File: config.mk
export PLATFORM = sky130hd
export DESIGN_NAME = pad_io_ctrl
export DESIGN_NICKNAME = d
export VERILOG_FILES = /design/src/rtl/pad_io_ctrl_pkg.sv /design/src/rtl/pad_io_filter.sv /design/src/rtl/prim_flop_2sync.sv /design/src/rtl/pad_io_ctrl.sv
export SDC_FILE = /design/constraint.sdc
export NUM_CORES = 1
export LEC_CHECK = 0
export ABC_AREA = 1
export BUFFER_PORTS_ARGS = -buffer_cell sky130_fd_sc_hd__buf_2
export CELL_PAD_IN_SITES_DETAIL_PLACEMENT = 0
export CELL_PAD_IN_SITES_GLOBAL_PLACEMENT = 1
export CORE_UTILIZATION = 42
export DETAILED_ROUTE_END_ITERATION = 8
export PLACE_DENSITY_LB_ADDON = 0.1
export SYNTH_ARGS = -nofsm -noshare
export SYNTH_HDL_FRONTEND = slang
export SYNTH_SLANG_ARGS = --single-unit
File: constraint.sdc
create_clock -name clk_i -period 3.2 [get_ports clk_i]
set_input_delay 0.16 -clock clk_i [delete_from_list [all_inputs] [get_ports clk_i]]
set_output_delay 0.16 -clock clk_i [all_outputs]
set_load 0.02 [all_outputs]
File: src/rtl/pad_io_ctrl_pkg.sv
// Shared types and constants for the pad I/O controller.
//   pad_io_state_e : attribute-change sequencer states
//   SettleCycles   : cycles the pad is held with oe low after new attributes land
//   attribute bit indices for the pad attribute vector
package pad_io_ctrl_pkg;

    typedef enum logic [1:0] {
        IDLE   = 2'd0,
        DRAIN  = 2'd1,
        APPLY  = 2'd2,
        SETTLE = 2'd3
    } pad_io_state_e;

    localparam int unsigned SettleCycles = 2;
    localparam int unsigned SettleW      = (SettleCycles > 1) ? $clog2(SettleCycles) : 1;

    // Attribute vector bit positions
    localparam int unsigned Inv       = 0;
    localparam int unsigned OpenDrain = 1;
    localparam int unsigned PullEn    = 2;
    localparam int unsigned PullSel   = 3;
    localparam int unsigned Keeper    = 4;
    localparam int unsigned Schmitt   = 5;
    localparam int unsigned Slew      = 6;
    localparam int unsigned DriveLsb  = 7;
    localparam int unsigned DriveMsb  = 8;

endpackage

File: src/rtl/pad_io_filter.sv
// Pad input conditioning: enable gating, synchronisation, debounce and edge pulses.
//   in_i          : raw asynchronous pad input (may be x/z while ie_i=0)
//   ie_i          : pad input enable; gates in_i before the synchroniser
//   filt_en_i     : debounce enable
//   filt_thresh_i : debounce threshold T; a new level must persist T+1 cycles
//   edge_mask_i   : suppresses rise/fall pulses (edge is dropped, level still tracks)
//   in_val_o      : conditioned level
//   rise_o/fall_o : one-cycle pulses in the first cycle in_val_o shows a new level
module pad_io_filter #(
    parameter int unsigned CntWidth = 16
) (
    input  logic                clk_i,
    input  logic                rst_ni,
    input  logic                in_i,
    input  logic                ie_i,
    input  logic                filt_en_i,
    input  logic [CntWidth-1:0] filt_thresh_i,
    input  logic                edge_mask_i,
    output logic                in_val_o,
    output logic                rise_o,
    output logic                fall_o
);

    logic                gated;
    logic                sync;
    logic [CntWidth-1:0] cnt_q;
    logic [CntWidth-1:0] cnt_nxt;
    logic                in_val_nxt;

    // Gate before synchronising so an undriven pad never reaches the flops
    assign gated = in_i & ie_i;

    prim_flop_2sync #(
        .Width      (1),
        .ResetValue (1'b0)
    ) u_sync (
        .clk_i  (clk_i),
        .rst_ni (rst_ni),
        .d_i    (gated),
        .q_o    (sync)
    );

    // Debounce: count consecutive cycles the synchronised level disagrees
    always_comb begin
        cnt_nxt    = '0;
        in_val_nxt = in_val_o;
        if (!filt_en_i) begin
            in_val_nxt = sync;
        end else if (sync != in_val_o) begin
            if (cnt_q == filt_thresh_i) begin
                in_val_nxt = sync;
            end else begin
                cnt_nxt = cnt_q + CntWidth'(1);
            end
        end
    end

    // Pulses are computed from the next level so they are registered yet
    // coincide with the first cycle in_val_o carries the new value
    always_ff @(posedge clk_i or negedge rst_ni) begin
        if (!rst_ni) begin
            cnt_q    <= '0;
            in_val_o <= 1'b0;
            rise_o   <= 1'b0;
            fall_o   <= 1'b0;
        end else begin
            cnt_q    <= cnt_nxt;
            in_val_o <= in_val_nxt;
            rise_o   <= in_val_nxt & ~in_val_o & ~edge_mask_i;
            fall_o   <= ~in_val_nxt & in_val_o & ~edge_mask_i;
        end
    end

endmodule

File: src/rtl/prim_flop_2sync.sv
// Two-flop synchroniser for asynchronous inputs.
//   clk_i, rst_ni : clock, async active-low reset
//   d_i           : asynchronous data
//   q_o           : data synchronised to clk_i
module prim_flop_2sync #(
    parameter int unsigned     Width      = 1,
    parameter logic [Width-1:0] ResetValue = '0
) (
    input  logic             clk_i,
    input  logic             rst_ni,
    input  logic [Width-1:0] d_i,
    output logic [Width-1:0] q_o
);

    logic [Width-1:0] meta_q;

    always_ff @(posedge clk_i or negedge rst_ni) begin
        if (!rst_ni) begin
            meta_q <= ResetValue;
            q_o    <= ResetValue;
        end else begin
            meta_q <= d_i;
            q_o    <= meta_q;
        end
    end

endmodule

File: src/rtl/pad_io_ctrl.sv
// Digital-side controller for one bidirectional pad.
//   cfg_*         : attribute/out/oe/ie write request; cfg_ready_o high only in IDLE
//   warl_i        : pad-supported attribute mask applied to every write
//   attr_o/out_o/oe_o/ie_o : registered pad controls; attribute changes while
//                   driving go break-before-make (oe low through DRAIN/APPLY/SETTLE)
//   in_i          : raw pad input
//   in_val_o/rise_o/fall_o : conditioned input level and edge pulses
//   filt_en_i/filt_thresh_i : debounce control
module pad_io_ctrl
    import pad_io_ctrl_pkg::*;
#(
    parameter int unsigned AttrDw   = 10,
    parameter int unsigned CntWidth = 16
) (
    input  logic                clk_i,
    input  logic                rst_ni,
    input  logic                cfg_valid_i,
    output logic                cfg_ready_o,
    input  logic [AttrDw-1:0]   cfg_attr_i,
    input  logic                cfg_out_i,
    input  logic                cfg_oe_i,
    input  logic                cfg_ie_i,
    input  logic                filt_en_i,
    input  logic [CntWidth-1:0] filt_thresh_i,
    input  logic [AttrDw-1:0]   warl_i,
    output logic [AttrDw-1:0]   attr_o,
    output logic                out_o,
    output logic                oe_o,
    output logic                ie_o,
    input  logic                in_i,
    output logic                in_val_o,
    output logic                rise_o,
    output logic                fall_o
);

    if (AttrDw < 9) begin : g_attr_dw_check
        $fatal(1, "pad_io_ctrl: AttrDw must be at least 9");
    end

    pad_io_state_e      state_q, state_d;
    logic [SettleW-1:0] settle_q, settle_d;
    logic [AttrDw-1:0]  st_attr_q, st_attr_d;
    logic               st_out_q, st_out_d;
    logic               st_oe_q, st_oe_d;
    logic               st_ie_q, st_ie_d;
    logic [AttrDw-1:0]  attr_d;
    logic               out_d, oe_d, ie_d;
    logic [AttrDw-1:0]  attr_n;

    assign attr_n      = cfg_attr_i & warl_i;
    assign cfg_ready_o = (state_q == IDLE);

    // Sequencer next-state and next-output logic
    always_comb begin
        state_d   = state_q;
        settle_d  = settle_q;
        st_attr_d = st_attr_q;
        st_out_d  = st_out_q;
        st_oe_d   = st_oe_q;
        st_ie_d   = st_ie_q;
        attr_d    = attr_o;
        out_d     = out_o;
        oe_d      = oe_o;
        ie_d      = ie_o;
        unique case (state_q)
            IDLE: begin
                if (cfg_valid_i) begin
                    if (!oe_o || (attr_n == attr_o)) begin
                        attr_d = attr_n;
                        out_d  = cfg_out_i;
                        oe_d   = cfg_oe_i;
                        ie_d   = cfg_ie_i;
                    end else begin
                        st_attr_d = attr_n;
                        st_out_d  = cfg_out_i;
                        st_oe_d   = cfg_oe_i;
                        st_ie_d   = cfg_ie_i;
                        oe_d      = 1'b0;
                        state_d   = DRAIN;
                    end
                end
            end
            DRAIN: begin
                attr_d  = st_attr_q;
                out_d   = st_out_q;
                ie_d    = st_ie_q;
                state_d = APPLY;
            end
            APPLY: begin
                settle_d = '0;
                state_d  = SETTLE;
            end
            SETTLE: begin
                if (settle_q == SettleW'(SettleCycles - 1)) begin
                    oe_d    = st_oe_q;
                    state_d = IDLE;
                end else begin
                    settle_d = settle_q + SettleW'(1);
                end
            end
            default: state_d = IDLE;
        endcase
    end

    // Sequencer state and pad control registers
    always_ff @(posedge clk_i or negedge rst_ni) begin
        if (!rst_ni) begin
            state_q   <= IDLE;
            settle_q  <= '0;
            st_attr_q <= '0;
            st_out_q  <= 1'b0;
            st_oe_q   <= 1'b0;
            st_ie_q   <= 1'b0;
            attr_o    <= '0;
            out_o     <= 1'b0;
            oe_o      <= 1'b0;
            ie_o      <= 1'b0;
        end else begin
            state_q   <= state_d;
            settle_q  <= settle_d;
            st_attr_q <= st_attr_d;
            st_out_q  <= st_out_d;
            st_oe_q   <= st_oe_d;
            st_ie_q   <= st_ie_d;
            attr_o    <= attr_d;
            out_o     <= out_d;
            oe_o      <= oe_d;
            ie_o      <= ie_d;
        end
    end

    // Mask from next state so a registered pulse is dropped in any cycle
    // the sequencer is busy
    pad_io_filter #(
        .CntWidth (CntWidth)
    ) u_filter (
        .clk_i         (clk_i),
        .rst_ni        (rst_ni),
        .in_i          (in_i),
        .ie_i          (ie_o),
        .filt_en_i     (filt_en_i),
        .filt_thresh_i (filt_thresh_i),
        .edge_mask_i   (state_d != IDLE),
        .in_val_o      (in_val_o),
        .rise_o        (rise_o),
        .fall_o        (fall_o)
    );

endmodule

## After elaboration in Yosys (flattened, before gate mapping)

Index checks and enable logic that the tools add are counted.

| cells by class | value |
|---|---|
| add/subtract/negate cells | 2 |
| equality and inequality tests | 9 |
| mux-type cells | 25 |
| bitwise gates (word level) | 10 |
| reduce and logical (&&, ||, !) cells | 10 |

Operators with widths:

| operator | number |
|---|---|
| two-way mux 16 bit | 3 |
| two-way mux 10 bit | 2 |
| case mux 10 bit (2 select lines) | 1 |
| adder 16 x 1 -> 16 bit (second input constant) | 1 |
| == test 16 bit | 1 |
| two-way mux 1 bit | 11 |
| bitwise AND 10 bit | 1 |
| == test 10 bit | 1 |
| AND reduction 3 bit | 3 |
| case mux 1 bit (2 select lines) | 4 |
| case mux 2 bit (4 select lines) | 1 |
| nonzero test 2 bit | 4 |
| two-way mux 2 bit | 3 |
| bitwise AND 1 bit | 5 |
| == test 2 bit (second input constant) | 2 |
| inequality test 2 bit (second input constant) | 2 |
| inverter 1 bit | 4 |
| == test 2 x 1 -> 1 bit (second input constant) | 1 |
| logical NOT 2 bit | 1 |
| inequality test 2 x 1 -> 1 bit (second input constant) | 1 |
| adder 1 bit (second input constant) | 1 |
| logical NOT 1 bit | 1 |
| logical OR 1 bit | 1 |
| inequality test 1 bit | 1 |

| storage, ports and cells | value |
|---|---|
| register bits after elaboration | 50 |
| bits of input ports | 44 |
| logic and storage cells | 72 |

## Depth between registers and ports, before layout

| depth | value |
|---|---|
| word-level depth | 9 |
| depth in mapped cells | 13 |

## Hierarchy

A second synthesis with hierarchy kept.

| unflattened totals | value |
|---|---|
| cell total of the unflattened synthesis | 418 |
| area, all modules | 2974.1 µm² |

Modules (own cells, without submodules):

| module | instances | cells each | area an instance (µm²) |
|---|---|---|---|
| pad_io_ctrl | 1 | 220 | 1665.3 |
| pad_io_filter | 1 | 196 | 1258.7 |
| prim_flop_2sync | 1 | 2 | 50.0 |

## Worst setup path before layout

OpenSTA, ideal clock, no wires.

| timing path | value |
|---|---|
| kind | register to register |
| from | reg u_filter.cnt_q[0] |
| to | reg u_filter.cnt_q[12] |
| arrival | 1.373 ns |
| path slack | 1.747 ns |
| cell stages (with the launch flop) | 11 |
| cell sequence | dfrtp_1 > ha_1 > nand3_2 > nor2_2 > nand2_2 > nor2_4 > nand2_4 > nor2_4 > nand2_1 > nand2_1 > nor3b_2 |

| between the ends | value |
|---|---|
| word-level cells in the longest chain between the ends | 4 |
| elaborated cells between the ends (all ways) | 5 |
| classes of those cells | add/sub (1); eq/ne (1); mux (3) |

Ends and longest elaborated chain:

| item | line | text |
|---|---|---|
| start: declaration | pad_io_filter.sv:26 | `logic [CntWidth-1:0] cnt_q;` |
| start signal: assignment | pad_io_filter.sv:67 | `cnt_q <= cnt_nxt;` |
| adder 16 x 1 -> 16 bit / == test 16 bit (equally long branches) | pad_io_filter.sv:53, pad_io_filter.sv:50 |  |
| two-way mux 16 bit (*) | pad_io_filter.sv:50 | `if (cnt_q == filt_thresh_i) begin` |
| two-way mux 16 bit (*) | pad_io_filter.sv:49 | `end else if (sync != in_val_o) begin` |
| two-way mux 16 bit (*) | pad_io_filter.sv:47 | `if (!filt_en_i) begin` |
| net u_filter.cnt_nxt[12] | pad_io_filter.sv:27 | `logic [CntWidth-1:0] cnt_nxt;` |

Mark *: on every way through the listed nets, which the timed path passes. The rest lies on a longest branch.
A chain may end at the register's enable or synchronous reset.

## Final worst setup path

| timing path | value |
|---|---|
| from | reg state_q[1] |
| to | reg out_o |

| between the ends | value |
|---|---|
| word-level cells in the longest chain between the ends | 3 |
| elaborated cells between the ends (all ways) | 7 |
| classes of those cells | eq/ne (3); mux (1); reduce/logical (3) |

Ends and longest elaborated chain:

| item | line | text |
|---|---|---|
| start: declaration | pad_io_ctrl.sv:40 | `pad_io_state_e state_q, state_d;` |
| start signal: assignment | pad_io_ctrl.sv:119 | `state_q <= state_d;` |
| logical NOT 2 bit / == test 2 x 1 -> 1 bit (equally long branches) | pad_io_ctrl.sv:65 | `unique case (state_q)` |
| inequality test 2 x 1 -> 1 bit (no line) (tied with other cells) | - |  |
| AND reduction 3 bit (no line) | - |  |
| end signal: assignment | pad_io_ctrl.sv:126 | `out_o <= out_d;` |
| end: declaration | pad_io_ctrl.sv:27 | `output logic out_o,` |

Parallel ways exist; a longest one is shown, timed or not.

==> impl_metrics.tcl <==
set metrics [dict create \
    cpLargestDelayFamily "simple AND/OR/NAND/NOR gates" \
    synth_edf_count 0 \
    yosysUniqueCellTypes 30 \
    sw_frac_of_total 0.405 \
    holdWs_ns 0.0304 \
    worstMarginPinSlew_ns 0.726 \
    num-fill-cells 637 \
    remaining_drc_errors 0 \
    crit_buf_inv 1 \
    multi_input_area_um2 1340 \
    grt_max_degree 31 \
    cpMostUsedCell "nand2_1" \
    first_pass_iters 4 \
    synth_area_um2 2780 \
    seqPwrFrac 0.442 \
    crit_required_ns 3.44 \
    overflow 0 \
    dieArea_um2 6950 \
    setup-violations-final 0 \
    hold_violations 0 \
    avgViaCountPerCell 4.81 \
    diodes 0 \
    fmax_ghz 0.489 \
    cts_buffer_depth 2 \
    setup-tns-final_ns 0 \
    grt_pass1_wl_um 10600 \
    yosysWarnings 0 \
    maxCapViolCount 0 \
    num_io_pins 61 \
    fin_crit_sh 0.639 \
    die_h_um 83.4 \
    clkPwrFrac 0.206 \
    wl_um 6090 \
    yosys_register_bits 50 \
    final_max_slew_viol_count 0 \
    portBuffers 60 \
    cts.clk_slew.worst_paths_ns 0.10 \
    startpoint_type "flip-flop" \
    numClockSinks 50 \
    status "finished clean" \
    fin_util 0.509 \
    crit_chain "inv_1 -> nand2_2 -> nand2_1 -> nand2_1 -> nand2_1" \
    gp_congestion 0.787 \
    die_w_um 83.4 \
    vias 2386 \
    drive_above_1_share 0.212 \
    cts_hold_buf 1 \
    maxSlewHeadroom 0.516 \
    seqCellArea_um2 1250 \
    power_density_nw_per_um2 680 \
    synth_ff_type "dfrtp_1" \
    p_int_w 0.00132 \
    dpl.hpwl_um 4340 \
    grt_pass1_vias 2266 \
    nets 463 \
    antenna_found_initial 0 \
    rows 29 \
    coreArea_um2 6390 \
    slowest_delay_ns 0.52 \
    worstSkewPairLatency_ns 0.31 \
    cts_resized 0 \
    syn_inst 359 \
    cp-end-kind "flip-flop" \
    critical_path_arrival_ns 2.29 \
    cts_tree "done" \
    cts_setup_buffers 0 \
    crit_path_top_delay_cell "nand2_1" \
    synthToLayoutAreaGrowth_pct 16.9 \
    cp_max_fo 27 \
    drt.antenna.violating_nets 0 \
    irDropWorstVdd_mv 0.345 \
    syn_nets 404 \
    cts-root-buf "clkbuf_8" \
    syn_area_per_cell_um2 7.75 \
    path_class "flip-flop to flip-flop" \
    final_common_cell "nand2_1" \
    p_sw_w 0.000897 \
    globalRouteTotalUtil 0.192 \
    hold_path.class "input pin to flip-flop" \
    drt_iter0_markers 68 \
    wl_per_cell_um 12.3 \
    async_flop_share 1.00 \
    h-tree-depth 2 \
    synth-seq-area-share 0.450 \
    layout_common_cells "nand2_1 (112), buf_2 (60), dfrtp_1 (50), nand3_1 (45), inv_1 (36)" \
    cts_buffers 5 \
    rsz0062_at_grt "false" \
    fin_crit_ns 2.05 \
    start_util 0.436 \
    skew_ns 0.00879 \
    leakage_nw 1.78 \
    combinationalPowerShare 0.352 \
]
==> sequential cells by signal, summed over array words and instances, names as in the netlist <==
signal / flops
attr_o: 10
ie_o: 1
oe_o: 1
out_o: 1
settle_q: 1
st_attr_q: 10
st_ie_q: 1
st_oe_q: 1
st_out_q: 1
state_q: 2
u_filter.cnt_q: 16
u_filter.fall_o: 1
u_filter.in_val_o: 1
u_filter.rise_o: 1
u_filter.u_sync.meta_q: 1
u_filter.u_sync.q_o: 1
==> worst reg2reg max path: stages, from the launching register on <==
cell     delay [ns]
dfrtp_1        0.45
inv_1          0.38
nand2_2        0.45
nand2_1        0.53
nand2_1        0.11
nand2_1        0.08
==> final timing paths <==
check / from / to / slack (ns) / cells past startpoint
min in group asynchronous: rst_ni / u_filter.cnt_q[12] / 0.45 / 2
setup reg to reg: state_q[1] / out_o / 1.15 / 5
hold reg to reg: u_filter.u_sync.meta_q / u_filter.u_sync.q_o / 0.36 / 0
max in group asynchronous: rst_ni / u_filter.cnt_q[4] / 2.00 / 3
setup / recovery: state_q[1] / out_o / 1.15 / 5
hold / removal: in_i / u_filter.u_sync.meta_q / 0.03 / 3
==> logic make-up after synthesis <==
kind of cell               after synthesis  share of synthesized area
AOI/OAI and AO/OA                       24                     0.0459
and+or+nand+nor                        216                      0.358
xor gates and xnor gates                19                     0.0598
DFF                                     50                      0.450
buffers and inverters                   46                     0.0697
adders and majority gates                1                    0.00450
muxes                                    3                     0.0121
==> per-stage QoR <==
step | total power [W] | area (um2) | setup slack (ns) | cells
6_report | 0.00221 | 3250 | 1.15 | 496
4_1_cts | 0.00224 | 3250 | 1.18 | 496
3_5_place_dp | 0.00178 | 3130 | 1.19 | 487
2_1_floorplan | 0.00153 | 2780 | 1.75 | 359
5_1_grt | 0.00239 | 3250 | 0.942 | 496
3_3_place_gp | 0.00177 | 3130 | 1.20 | 487
==> metal layers <==
layer  up-vias  part of all wire  track usage  routed length [um]
li1       1252                 -            -                   -
met5         -                 0            0                   0
met3         5             0.032       0.0348                 194
met4         0             0.010       0.0517                  62
met1      1088              0.46        0.250                2830
met2        41              0.49        0.330                3000
==> power groups by stage <==
| stage | registers (W) | clock network [W] | logic, W |
|---|---|---|---|
| 3_3_place_gp | 0.000985 | 0 | 0.000785 |
| 5_1_grt | 0.00101 | 0.000494 | 0.000894 |
| 6_report | 0.000978 | 0.000455 | 0.000779 |
| 4_1_cts | 0.000978 | 0.000470 | 0.000792 |
| 2_1_floorplan | 0.00101 | 0 | 0.000522 |
| 3_5_place_dp | 0.000987 | 0 | 0.000792 |
==> Yosys cell counts, types with 3 or more instances <==
cell | number | area, um2
nand2_1 | 112 | 420
dfrtp_1 | 50 | 1250
nand3_1 | 45 | 225
inv_1 | 36 | 135
nor2_1 | 33 | 124
xor2_1 | 17 | 149
o21ai_0 | 15 | 75.1
a21oi_1 | 6 | 30.0
nand2_2 | 5 | 31.3
buf_2 | 4 | 20.0
nor3b_1 | 4 | 30.0
mux2_2 | 3 | 33.8
nor3_1 | 3 | 15.0
==> layout make-up <==
cell class	count	share of cell area
timing repair buffer	62	0.0978
tap	77	0.0296
clock buffer	5	0.0212
clock inverter	3	0.0139
multi-input combinational	263	0.411
inverter	36	0.0416
sequential	50	0.385
Power figures use the tool's default switching activity.
